--- src/rtl/corelet_seq_ctrl.sv ---
// Purpose : run sequencer for the corelet (L0 -> MAC -> OFIFO -> SFU). From one start pulse it
//           drives inst[3:0], xmem reads and psum pointers for KIJ_NUM kernel offsets.
// Latency : xmem read -> l0_wr one cycle later; first l0_wr -> l0_rd/execute one cycle later.
// Backpressure: o_ready_l0=0 withholds the xmem read (cen=1, address held). l0_rd pauses while L0 is empty.
// Ports:
//   clk, reset (async active-low), start (one-cycle, IDLE only), o_ready_l0, wr_mem (SFU result strobe)
//   inst {l0_rd,l0_wr,execute,load}, xmem_cen (active-low), xmem_addr
//   pmem_raddr, pmem_waddr, pmem_wen, kij, busy, done (pulse), err (sticky psum overflow)
module corelet_seq_ctrl #(
  parameter int ROW     = 8,
  parameter int COL     = 8,
  parameter int NUM_ACT = 36,
  parameter int NUM_OUT = 16,
  parameter int KIJ_NUM = 9,
  parameter int WBASE   = 64,
  parameter int XAW     = 11,
  parameter int PAW     = 4
) (
  input  logic           clk,
  input  logic           reset,
  input  logic           start,
  input  logic           o_ready_l0,
  input  logic           wr_mem,
  output logic [3:0]     inst,
  output logic           xmem_cen,
  output logic [XAW-1:0] xmem_addr,
  output logic [PAW-1:0] pmem_raddr,
  output logic [PAW-1:0] pmem_waddr,
  output logic           pmem_wen,
  output logic [3:0]     kij,
  output logic           busy,
  output logic           done,
  output logic           err
);

  localparam int CW = $clog2(NUM_ACT + COL + ROW + 2);

  localparam logic [2:0] S_IDLE   = 3'd0;
  localparam logic [2:0] S_WFILL  = 3'd1;
  localparam logic [2:0] S_WLOAD  = 3'd2;
  localparam logic [2:0] S_STREAM = 3'd3;
  localparam logic [2:0] S_DRAIN  = 3'd4;
  localparam logic [2:0] S_FIN    = 3'd5;

  logic [2:0]     state_q, state_d;
  logic [3:0]     kij_q, kij_d;
  logic [CW-1:0]  rd_cnt_q, rd_cnt_d;    // xmem reads issued in this phase
  logic [CW-1:0]  ph_cnt_q, ph_cnt_d;    // load cycles (W_LOAD) or l0_rd cycles (A_STREAM)
  logic [CW-1:0]  lvl_q, lvl_d;          // activation vectors sitting in L0
  logic [CW-1:0]  out_cnt_q, out_cnt_d;  // wr_mem pulses this kij
  logic [PAW-1:0] raddr_q, raddr_d;
  logic           err_q, err_d;
  logic           wr_pend_q;             // read accepted last cycle -> L0 write now

  logic           rd_issue;
  logic           l0_rd;
  logic           ld;
  logic           exe;
  logic           busy_c;
  logic [XAW-1:0] addr;

  always_comb begin
    state_d   = state_q;
    kij_d     = kij_q;
    rd_cnt_d  = rd_cnt_q;
    ph_cnt_d  = ph_cnt_q;
    lvl_d     = lvl_q;
    out_cnt_d = out_cnt_q;
    raddr_d   = raddr_q;
    err_d     = err_q;
    rd_issue  = 1'b0;
    l0_rd     = 1'b0;
    ld        = 1'b0;
    exe       = 1'b0;
    addr      = '0;
    busy_c    = (state_q != S_IDLE) && (state_q != S_FIN);

    // Psum write tracking runs in every busy state. The read pointer runs one
    // address ahead of the write pointer so psum data is ready for the next write.
    if (busy_c && wr_mem) begin
      out_cnt_d = out_cnt_q + CW'(1);
      raddr_d   = PAW'(out_cnt_q + CW'(2));
      if (out_cnt_q >= CW'(NUM_OUT)) err_d = 1'b1;
    end

    case (state_q)
      S_IDLE: begin
        if (start) begin
          state_d   = S_WFILL;
          kij_d     = '0;
          err_d     = 1'b0;
          rd_cnt_d  = '0;
          ph_cnt_d  = '0;
          lvl_d     = '0;
          out_cnt_d = '0;
          raddr_d   = '0;
        end
      end
      S_WFILL: begin
        addr = XAW'(WBASE) + XAW'(kij_q) * XAW'(COL) + XAW'(rd_cnt_q);
        if (rd_cnt_q < CW'(COL)) begin
          rd_issue = o_ready_l0;
          if (o_ready_l0) rd_cnt_d = rd_cnt_q + CW'(1);
        end else begin
          // The last weight write (if any) lands this cycle, so load never overlaps l0_wr.
          state_d  = S_WLOAD;
          ph_cnt_d = '0;
        end
      end
      S_WLOAD: begin
        ld       = 1'b1;
        l0_rd    = (ph_cnt_q < CW'(COL));
        ph_cnt_d = ph_cnt_q + CW'(1);
        if (ph_cnt_q == CW'(COL + ROW - 1)) begin
          state_d  = S_STREAM;
          ph_cnt_d = '0;
          rd_cnt_d = '0;
          lvl_d    = '0;
        end
      end
      S_STREAM: begin
        addr = XAW'(rd_cnt_q);
        if (rd_cnt_q < CW'(NUM_ACT)) begin
          rd_issue = o_ready_l0;
          if (o_ready_l0) rd_cnt_d = rd_cnt_q + CW'(1);
        end
        // Only read vectors already written in an earlier cycle.
        l0_rd = (ph_cnt_q < CW'(NUM_ACT)) && (lvl_q != '0);
        exe   = l0_rd;
        if (l0_rd) ph_cnt_d = ph_cnt_q + CW'(1);
        lvl_d = lvl_q + CW'(wr_pend_q) - CW'(l0_rd);
        if (ph_cnt_q == CW'(NUM_ACT)) state_d = S_DRAIN;
      end
      S_DRAIN: begin
        if (out_cnt_q >= CW'(NUM_OUT)) begin
          if (kij_q < 4'(KIJ_NUM - 1)) begin
            kij_d    = kij_q + 4'd1;
            state_d  = S_WFILL;
            rd_cnt_d = '0;
          end else begin
            state_d = S_FIN;
          end
          // Pointer restart wins over a pulse landing in this same cycle.
          out_cnt_d = '0;
          raddr_d   = '0;
        end
      end
      S_FIN: begin
        state_d = S_IDLE;
      end
      default: begin
        state_d = S_IDLE;
      end
    endcase
  end

  always_ff @(posedge clk or negedge reset) begin
    if (!reset) begin
      state_q   <= S_IDLE;
      kij_q     <= '0;
      rd_cnt_q  <= '0;
      ph_cnt_q  <= '0;
      lvl_q     <= '0;
      out_cnt_q <= '0;
      raddr_q   <= '0;
      err_q     <= 1'b0;
      wr_pend_q <= 1'b0;
    end else begin
      state_q   <= state_d;
      kij_q     <= kij_d;
      rd_cnt_q  <= rd_cnt_d;
      ph_cnt_q  <= ph_cnt_d;
      lvl_q     <= lvl_d;
      out_cnt_q <= out_cnt_d;
      raddr_q   <= raddr_d;
      err_q     <= err_d;
      wr_pend_q <= rd_issue;
    end
  end

  assign inst       = {l0_rd, wr_pend_q, exe, ld};
  assign xmem_cen   = ~rd_issue;
  assign xmem_addr  = addr;
  assign pmem_waddr = out_cnt_q[PAW-1:0];
  assign pmem_raddr = raddr_q;
  assign pmem_wen   = wr_mem & busy_c;
  assign kij        = kij_q;
  assign busy       = busy_c;
  assign done       = (state_q == S_FIN);
  assign err        = err_q;

endmodule

--- config.mk ---
export PLATFORM = sky130hd
export DESIGN_NAME = corelet_seq_ctrl
export DESIGN_NICKNAME = d
export VERILOG_FILES = /design/src/rtl/corelet_seq_ctrl.sv
export SDC_FILE = /design/constraint.sdc
export NUM_CORES = 1
export LEC_CHECK = 0
export CAP_MARGIN = 5
export CORE_MARGIN = 1.5
export CORE_UTILIZATION = 49
export CTS_BUF_LIST = sky130_fd_sc_hd__clkbuf_4
export DETAILED_ROUTE_END_ITERATION = 7
export GPL_TIMING_DRIVEN = 1
export PLACE_DENSITY = 0.73
export SLEW_MARGIN = 10
export SYNTH_ARGS = -nofsm -noshare
export SYNTH_HDL_FRONTEND = slang
export SYNTH_SLANG_ARGS = --single-unit
--- constraint.sdc ---
create_clock -name clk -period 3.2 [get_ports clk]
set_input_delay 0.64 -clock clk [delete_from_list [all_inputs] [get_ports clk]]
set_output_delay 0.64 -clock clk [all_outputs]
set_load 0.005 [all_outputs]
==> metrics.txt, run 1 <==
# TYPE chip_impl_metric gauge
chip_impl_metric{name="cts_buffer_depth",unit=""} 2
chip_impl_info{name="critPathSlowestCell",value="clkdlybuf4s50_1"} 1
chip_impl_metric{name="grt_antenna_before_repair",unit=""} 0
chip_impl_metric{name="postSynth.asyncResetShare",unit=""} 1.00
chip_impl_metric{name="total_neg_setup_slack",unit="ns"} 0
chip_impl_metric{name="synthMuxAreaShare",unit=""} 0.0122
chip_impl_metric{name="grtUsageTotal",unit=""} 0.190
chip_impl_info{name="run_status",value="completed"} 1
chip_impl_metric{name="synth_simple_gate_area_share",unit=""} 0.200
chip_impl_metric{name="worst-path-buf-inv",unit=""} 1
chip_impl_metric{name="tightestPinTransition",unit="ns"} 0.846
chip_impl_metric{name="cts.htree.levels",unit=""} 2
chip_impl_metric{name="hpwl",unit="um"} 3650
chip_impl_metric{name="required",unit="ns"} 2.56
chip_impl_info{name="ys_top_cells_by_area",value="dfrtp_1 36%, ha_1 8.3%, buf_4 4.4%, nand2_1 4.1%, nor2_1 3.8%"} 1
chip_impl_metric{name="grt_pass1_wl",unit="um"} 8310
chip_impl_info{name="crit_path_end_kind",value="output pin"} 1
chip_impl_metric{name="mappedNetlistArea",unit="um2"} 2560
chip_impl_metric{name="placeableCoreArea",unit="um2"} 5070
chip_impl_metric{name="synthCells",unit=""} 282
chip_impl_metric{name="place_congestion",unit=""} 0.846
chip_impl_metric{name="die_height",unit="um"} 75.4
chip_impl_info{name="tritoncts",value="built"} 1
chip_impl_metric{name="fillers",unit=""} 495
chip_impl_metric{name="detailroute.via_count",unit=""} 2011
chip_impl_metric{name="io_buffer_count",unit=""} 33
chip_impl_metric{name="final_hold_viol_count",unit=""} 0
chip_impl_metric{name="fmax",unit="MHz"} 331
chip_impl_info{name="postSynth.topFlopCell",value="dfrtp_1"} 1
chip_impl_metric{name="cp_data_arrival_time",unit="ns"} 2.38
chip_impl_metric{name="clk-insertion-delay-late",unit="ns"} 0.34
chip_impl_metric{name="drv_slew",unit=""} 0
chip_impl_metric{name="final_area",unit="um2"} 2900
chip_impl_metric{name="via_per_inst",unit=""} 5.36
chip_impl_metric{name="area_delta_synth_final",unit="%"} 12.9
chip_impl_metric{name="detail_route.wirelength",unit="um"} 4970
chip_impl_metric{name="synth_compound_gate_area_share",unit=""} 0.184
chip_impl_metric{name="final.period_utilization",unit=""} 0.945
chip_impl_info{name="yosysTopAreaCell",value="dfrtp_1"} 1
chip_impl_info{name="cp_cell_sequence",value="ha_1 -> fa_1 -> xor2_1 -> nor2_1 -> a211oi_1 -> clkdlybuf4s50_1"} 1
chip_impl_metric{name="clkSinkCount",unit=""} 37
chip_impl_metric{name="hold-worst-slack",unit="ns"} 0.379
chip_impl_metric{name="ant_nets",unit=""} 0
chip_impl_metric{name="synth_edf_count",unit=""} 0
chip_impl_info{name="crit_path_start_kind",value="flop"} 1
chip_impl_metric{name="antenna_cells",unit=""} 0
chip_impl_info{name="main_combinational_cell_family_by_area_after_synthesis",value="simple AND/OR/NAND/NOR gates"} 1
chip_impl_metric{name="grt_max_degree",unit=""} 38
chip_impl_metric{name="timing.critical_path.fanout_max",unit=""} 7
chip_impl_metric{name="power.static_leakage",unit="nW"} 1.32
chip_impl_info{name="critPathTopFamily",value="adder cells"} 1
chip_impl_metric{name="floorplan.initialDensity",unit=""} 0.505
chip_impl_metric{name="synth_seq_cells",unit=""} 37
chip_impl_metric{name="arithmetic_cell_share_of_the_synthesized_area_counting_full_adders_half_adders_and_majority_gates",unit=""} 0.0985
chip_impl_metric{name="design.die.area",unit="um2"} 5680
chip_impl_metric{name="finalPower",unit="mW"} 2.54
chip_impl_metric{name="post_synth_xor_area_fraction",unit=""} 0.0444
chip_impl_metric{name="total_of_max_cap_violations",unit=""} 0
chip_impl_metric{name="postPlaceCellArea",unit="um2"} 2840
chip_impl_metric{name="synth_top_area_frac",unit=""} 0.361
chip_impl_metric{name="pin_count",unit=""} 37
chip_impl_metric{name="finClkSkew",unit="ns"} 0.0135
chip_impl_metric{name="biggest_cell_delay_along_the_critical_path",unit="ns"} 0.53
chip_impl_metric{name="numCtsBuffers",unit=""} 5
chip_impl_metric{name="layout.core_utilization",unit=""} 0.571
chip_impl_metric{name="cts.repair.resized",unit=""} 0
chip_impl_metric{name="slew-limit-headroom",unit=""} 0.431
chip_impl_metric{name="clock_transition_time_at_the_flip_flop_clock_pins_of_the_worst_setup_and_hold_paths",unit="ns"} 0.13
chip_impl_metric{name="yosysWarningCount",unit=""} 0
chip_impl_metric{name="power.ir.vdd_worst",unit="V"} 0.000677
chip_impl_metric{name="post_synth_num_cell_types",unit=""} 60
chip_impl_metric{name="sequential_to_total_area_share_from_yosys_stat",unit=""} 0.361
chip_impl_info{name="setup_repair_after_global_routing_missed_its_margin",value="no"} 1
chip_impl_metric{name="drc_errors",unit=""} 0
chip_impl_metric{name="detail_route.first_pass.iterations",unit=""} 4
chip_impl_info{name="worst_hold_path_type",value="in -> async"} 1
chip_impl_metric{name="post_synth.cell_area_avg",unit="um2"} 9.10
chip_impl_metric{name="grt_pass1_vias",unit=""} 1851
chip_impl_info{name="cts_root_buffer",value="clkbuf_4"} 1
chip_impl_metric{name="placement_rows",unit=""} 26
chip_impl_metric{name="setup_violations",unit=""} 0
chip_impl_info{name="timing.setup.critical_path_class",value="reg -> out"} 1
chip_impl_metric{name="overflow",unit=""} 0
chip_impl_metric{name="cts_post_setup_buffers_inserted",unit=""} 0
chip_impl_metric{name="layout.nets",unit=""} 328
chip_impl_metric{name="chipWidth",unit="um"} 75.4
chip_impl_metric{name="drtIter0Drc",unit=""} 98
chip_impl_metric{name="routed_wire_length_per_instance",unit="um"} 13.3
chip_impl_metric{name="post_layout_min_period",unit="ns"} 3.02
chip_impl_metric{name="cts-hold-fix-buffers",unit=""} 0
chip_impl_metric{name="power.density",unit="nW/um2"} 876
chip_impl_metric{name="layout-drive-gt1-share",unit=""} 0.0984
==> cell usage in the layout (no fill, tap or decap), types with 3 or more instances in the layout <==
cell type	instances
xnor2_1	6
dfrtp_1	36
o21ai_0	13
or3_1	3
o31ai_1	4
ha_1	17
nor2_1	26
buf_4	5
clkdlybuf4s50_1	32
nor2b_1	4
and3_1	3
conb_1	3
nand2b_1	3
clkbuf_4	5
xor2_1	7
a21oi_1	12
a211oi_1	3
nand3_1	7
nor3_1	10
nand2_1	28
inv_1	17
nand4_1	3
a21o_1	4
and2_1	4
==> cell usage after synthesis (all sizes together) (7+ instances only) <==
cell	number
dfrtp	37
nand2	28
nor2	26
buf	22
inv	18
ha	17
o21ai	14
a21oi	12
nor3	12
nand3	7
xor2	7
==> worst reg2reg max path, cell delays in order (launching register included) <==
cell,delay [ns]
dfrtp_1,0.41
inv_1,0.08
ha_1,0.15
nand4bb_1,0.12
nand2_1,0.11
inv_1,0.05
ha_1,0.26
inv_1,0.04
ha_1,0.20
a21o_1,0.20
and4b_1,0.20
a2111oi_0,0.47
xnor2_1,0.18
o21ai_1,0.08
==> cells by family after synthesis <==
| group | count (synthesis) |
|---|---|
| multiplexers | 3 |
| adder cells (fa/ha/maj) | 19 |
| AO/OA/AOI/OAI | 64 |
| other | 1 |
| AND/OR/NAND/NOR | 102 |
| flip-flops | 37 |
| buffers and inverters | 43 |
| XOR/XNOR | 13 |
==> worst paths after layout <==
path | start | endpoint | slack, ns | cells after the start
min | reset | rd_cnt_q[2] | 0.38 | 1
max in group asynchronous | reset | rd_cnt_q[3] | 2.25 | 1
min in group clk | lvl_q[4] | lvl_q[4] | 0.50 | 2
min reg2reg | lvl_q[4] | lvl_q[4] | 0.50 | 2
max reg2reg | lvl_q[2] | lvl_q[5] | 0.54 | 13
max | kij[0] | xmem_addr[5] | 0.18 | 6
==> routing by layer <==
| metal | GRT usage | up-vias | wire, um | share of wire |
|---|---|---|---|---|
| met1 | 0.254 | 950 | 2370 | 0.48 |
| met2 | 0.319 | 38 | 2370 | 0.48 |
| li1 | - | 1017 | - | - |
| met3 | 0.0357 | 6 | 177 | 0.036 |
| met4 | 0.0476 | 0 | 57 | 0.011 |
| met5 | 0 | - | 0 | 0 |
==> power breakdown <==
part / switching [mW] / total (mW) / internal [mW]
clock network: 0.163 / 0.246 / 0.0830
logic: 0.691 / 1.42 / 0.733
registers: 0.210 / 0.869 / 0.659
total: 1.06 / 2.54 / 1.47
==> area by class of cell <==
class | instances | area [um2] | area share
inverters | 18 | 67.6 | 0.0233
clock buffers | 5 | 37.5 | 0.0130
well taps | 70 | 87.6 | 0.0302
clock inverters | 3 | 17.5 | 0.00605
flip-flops and latches | 37 | 927 | 0.320
multi-input cells | 204 | 1400 | 0.482
repair buffers | 38 | 363 | 0.125
==> registers in the layout, summed over array words and instances (netlist names) <==
signal      count
lvl_q           6
out_cnt_q       6
ph_cnt_q        6
rd_cnt_q        6
kij             4
pmem_raddr      4
state_q         3
err             1
wr_pend_q       1
==> through the flow <==
step | setup WS [ns] | std cells
after detailed placement | 0.510 | 367
after global routing | 0.00476 | 375
after floorplan | 0.772 | 284
after CTS | 0.115 | 375
after global placement | 0.559 | 367
final | 0.175 | 375
No activity file was read; power rests on OpenSTA's default activity.
==> run 2, diff against run 1 <==
--- a/config.mk
+++ b/config.mk
@@ -8,7 +8,7 @@
 export CAP_MARGIN = 5
 export CORE_MARGIN = 1.5
 export CORE_UTILIZATION = 49
-export CTS_BUF_LIST = sky130_fd_sc_hd__clkbuf_4
+export CTS_BUF_LIST = sky130_fd_sc_hd__clkbuf_4 sky130_fd_sc_hd__clkbuf_8 sky130_fd_sc_hd__clkbuf_16
 export DETAILED_ROUTE_END_ITERATION = 7
 export GPL_TIMING_DRIVEN = 1
 export PLACE_DENSITY = 0.73
==> run 2 against run 1 <==
Effect of this change:
- non-clock buffer count unchanged
- critical path depth stayed put
- final cell count stayed put
- die area is the same
- worst hold slack better by 0.058 ns
- register-to-register slack hardly changed
- first-iteration DRC count grew 13%
- largest power group unchanged
- highest routed layer unchanged
==> metrics.txt, run 2 (synthesized netlist as in run 1, its figures left out) <==
# TYPE chip_impl_metric gauge
chip_impl_metric{name="floorplan.initialDensity",unit=""} 0.505
chip_impl_metric{name="die_height",unit="um"} 75.4
chip_impl_metric{name="antenna_cells",unit=""} 0
chip_impl_metric{name="pwr-share-comb",unit=""} 0.544
chip_impl_metric{name="final_hold_viol_count",unit=""} 0
chip_impl_info{name="leading_cell_type_in_the_layout_fill_and_taps_excluded",value="dfrtp_1"} 1
chip_impl_metric{name="cts.repair.resized",unit=""} 0
chip_impl_metric{name="fillers",unit=""} 494
chip_impl_metric{name="ant_nets",unit=""} 0
chip_impl_metric{name="multiInputGateArea",unit="um2"} 1400
chip_impl_metric{name="cts-hold-fix-buffers",unit=""} 0
chip_impl_metric{name="detail_route.wirelength",unit="um"} 4970
chip_impl_metric{name="placement_rows",unit=""} 26
chip_impl_metric{name="grt_pass1_vias",unit=""} 1844
chip_impl_metric{name="power.static_leakage",unit="nW"} 1.33
chip_impl_info{name="crit_path_end_kind",value="output pin"} 1
chip_impl_info{name="run_status",value="completed"} 1
chip_impl_metric{name="layout.core_utilization",unit=""} 0.577
chip_impl_metric{name="pin_count",unit=""} 37
chip_impl_metric{name="slew-limit-headroom",unit=""} 0.428
chip_impl_metric{name="layout.nets",unit=""} 328
chip_impl_metric{name="numCtsBuffers",unit=""} 5
chip_impl_metric{name="clkSinkCount",unit=""} 37
chip_impl_metric{name="clock_transition_time_at_the_flip_flop_clock_pins_of_the_worst_setup_and_hold_paths",unit="ns"} 0.08
chip_impl_metric{name="area.sequential",unit="um2"} 926
chip_impl_metric{name="timing.critical_path.fanout_max",unit=""} 10
chip_impl_info{name="tritoncts",value="built"} 1
chip_impl_info{name="crit_path_start_kind",value="flop"} 1
chip_impl_metric{name="area_delta_synth_final",unit="%"} 14.1
chip_impl_metric{name="power.share.switching",unit=""} 0.411
chip_impl_metric{name="cts_buffer_depth",unit=""} 2
chip_impl_metric{name="post_layout_min_period",unit="ns"} 3.00
chip_impl_metric{name="reg_power_frac",unit=""} 0.332
chip_impl_metric{name="place_congestion",unit=""} 0.846
chip_impl_info{name="worst_hold_path_type",value="in -> async"} 1
chip_impl_metric{name="total_neg_setup_slack",unit="ns"} 0
chip_impl_metric{name="cts.htree.levels",unit=""} 2
chip_impl_metric{name="drc_errors",unit=""} 0
chip_impl_metric{name="grtUsageTotal",unit=""} 0.189
chip_impl_metric{name="cts_post_setup_buffers_inserted",unit=""} 0
chip_impl_metric{name="detail_route.first_pass.iterations",unit=""} 4
chip_impl_metric{name="hold-worst-slack",unit="ns"} 0.437
chip_impl_metric{name="setup_violations",unit=""} 0
chip_impl_metric{name="drv_slew",unit=""} 0
chip_impl_metric{name="total_of_max_cap_violations",unit=""} 0
chip_impl_metric{name="clk-insertion-delay-late",unit="ns"} 0.29
chip_impl_metric{name="via_per_inst",unit=""} 5.32
chip_impl_metric{name="fmax",unit="MHz"} 333
chip_impl_metric{name="io_buffer_count",unit=""} 33
chip_impl_info{name="timing.setup.critical_path_class",value="reg -> out"} 1
chip_impl_metric{name="share_clk_of_total_power",unit=""} 0.124
chip_impl_metric{name="routed_wire_length_per_instance",unit="um"} 13.3
chip_impl_metric{name="required",unit="ns"} 2.56
chip_impl_metric{name="drtIter0Drc",unit=""} 111
chip_impl_info{name="cts_root_buffer",value="clkbuf_8"} 1
chip_impl_info{name="mostFrequentLayoutCells",value="37 x dfrtp_1, 32 x clkdlybuf4s50_1, 28 x nand2_1"} 1
chip_impl_metric{name="power.density",unit="nW/um2"} 895
chip_impl_metric{name="cp_data_arrival_time",unit="ns"} 2.36
chip_impl_metric{name="postLayoutSetupSlackWorst",unit="ns"} 0.201
chip_impl_metric{name="finClkSkew",unit="ns"} 0.0102
chip_impl_metric{name="finalPower",unit="mW"} 2.62
chip_impl_metric{name="design.die.area",unit="um2"} 5680
chip_impl_metric{name="grt_antenna_before_repair",unit=""} 0
chip_impl_metric{name="pre_cts_ws",unit="ns"} 0.510
chip_impl_metric{name="overflow",unit=""} 0
chip_impl_metric{name="grt_pass1_wl",unit="um"} 8310
chip_impl_metric{name="grt_max_degree",unit=""} 38
chip_impl_metric{name="placeableCoreArea",unit="um2"} 5070
chip_impl_metric{name="internal-power",unit="mW"} 1.54
chip_impl_metric{name="tightestPinTransition",unit="ns"} 0.850
chip_impl_metric{name="layout-drive-gt1-share",unit=""} 0.0951
chip_impl_metric{name="detailroute.via_count",unit=""} 1995
chip_impl_metric{name="p_sw",unit="mW"} 1.08
chip_impl_metric{name="power.ir.vdd_worst",unit="V"} 0.000621
chip_impl_metric{name="final.period_utilization",unit=""} 0.937
chip_impl_info{name="setup_repair_after_global_routing_missed_its_margin",value="no"} 1
chip_impl_metric{name="hpwl",unit="um"} 3650
chip_impl_metric{name="chipWidth",unit="um"} 75.4
run 2: cell count changes in the layout (fill, tap and decap cells not counted):
cell / previous run / this run
clkbuf_4: 5 / 0
clkbuf_8: 0 / 5
dfrtp_1: 36 / 37
dfrtp_2: 1 / 0
run 2: power groups by stage:
stage | combinational (mW) | sequential, mW | clock, mW
after floorplan | 1.13 | 0.806 | 0
after global placement | 1.40 | 0.874 | 0
after detailed placement | 1.43 | 0.879 | 0
after CTS | 1.43 | 0.871 | 0.332
after global routing | 1.61 | 0.904 | 0.347
final | 1.42 | 0.869 | 0.326
run 2: path summary, 6_finish.rpt:
path | from | endpoint | slack (ns) | cells past startpoint
worst max-delay path | rd_cnt_q[3] | xmem_addr[5] | 0.20 | 6
worst min-delay path | reset | rd_cnt_q[2] | 0.44 | 1
worst max register to register | lvl_q[2] | lvl_q[5] | 0.54 | 13
worst min register to register | lvl_q[4] | lvl_q[4] | 0.49 | 2
max in group asynchronous | reset | lvl_q[2] | 2.21 | 1
min in group clk | lvl_q[4] | lvl_q[4] | 0.49 | 2
run 2: routing by layer:
layer | global-route usage | routed length (um)
met5 | 0 | 0
met4 | 0.0476 | 52
met3 | 0.0317 | 134
met2 | 0.319 | 2340
met1 | 0.254 | 2450
run 2: stage by stage:
stage	cell area, um2	instances
after floorplan	2570	284
after global placement	2840	367
after detailed placement	2840	367
after CTS	2930	375
after global routing	2930	375
final	2930	375
run 2: worst max-delay path, stage by stage (launching register included):
cell	delay (ns)
dfrtp_1	0.50
ha_1	0.27
fa_1	0.41
xor2_1	0.14
nor2_1	0.05
a211oi_1	0.16
clkdlybuf4s50_1	0.53
run 2: area by class of cell:
type	count	area share
Inverter	18	0.0231
Multi-Input combinational cell	204	0.477
Clock buffer	5	0.0235
Tap cell	70	0.0299
Timing Repair Buffer	38	0.124
Sequential cell	37	0.316
Clock inverter	3	0.00599
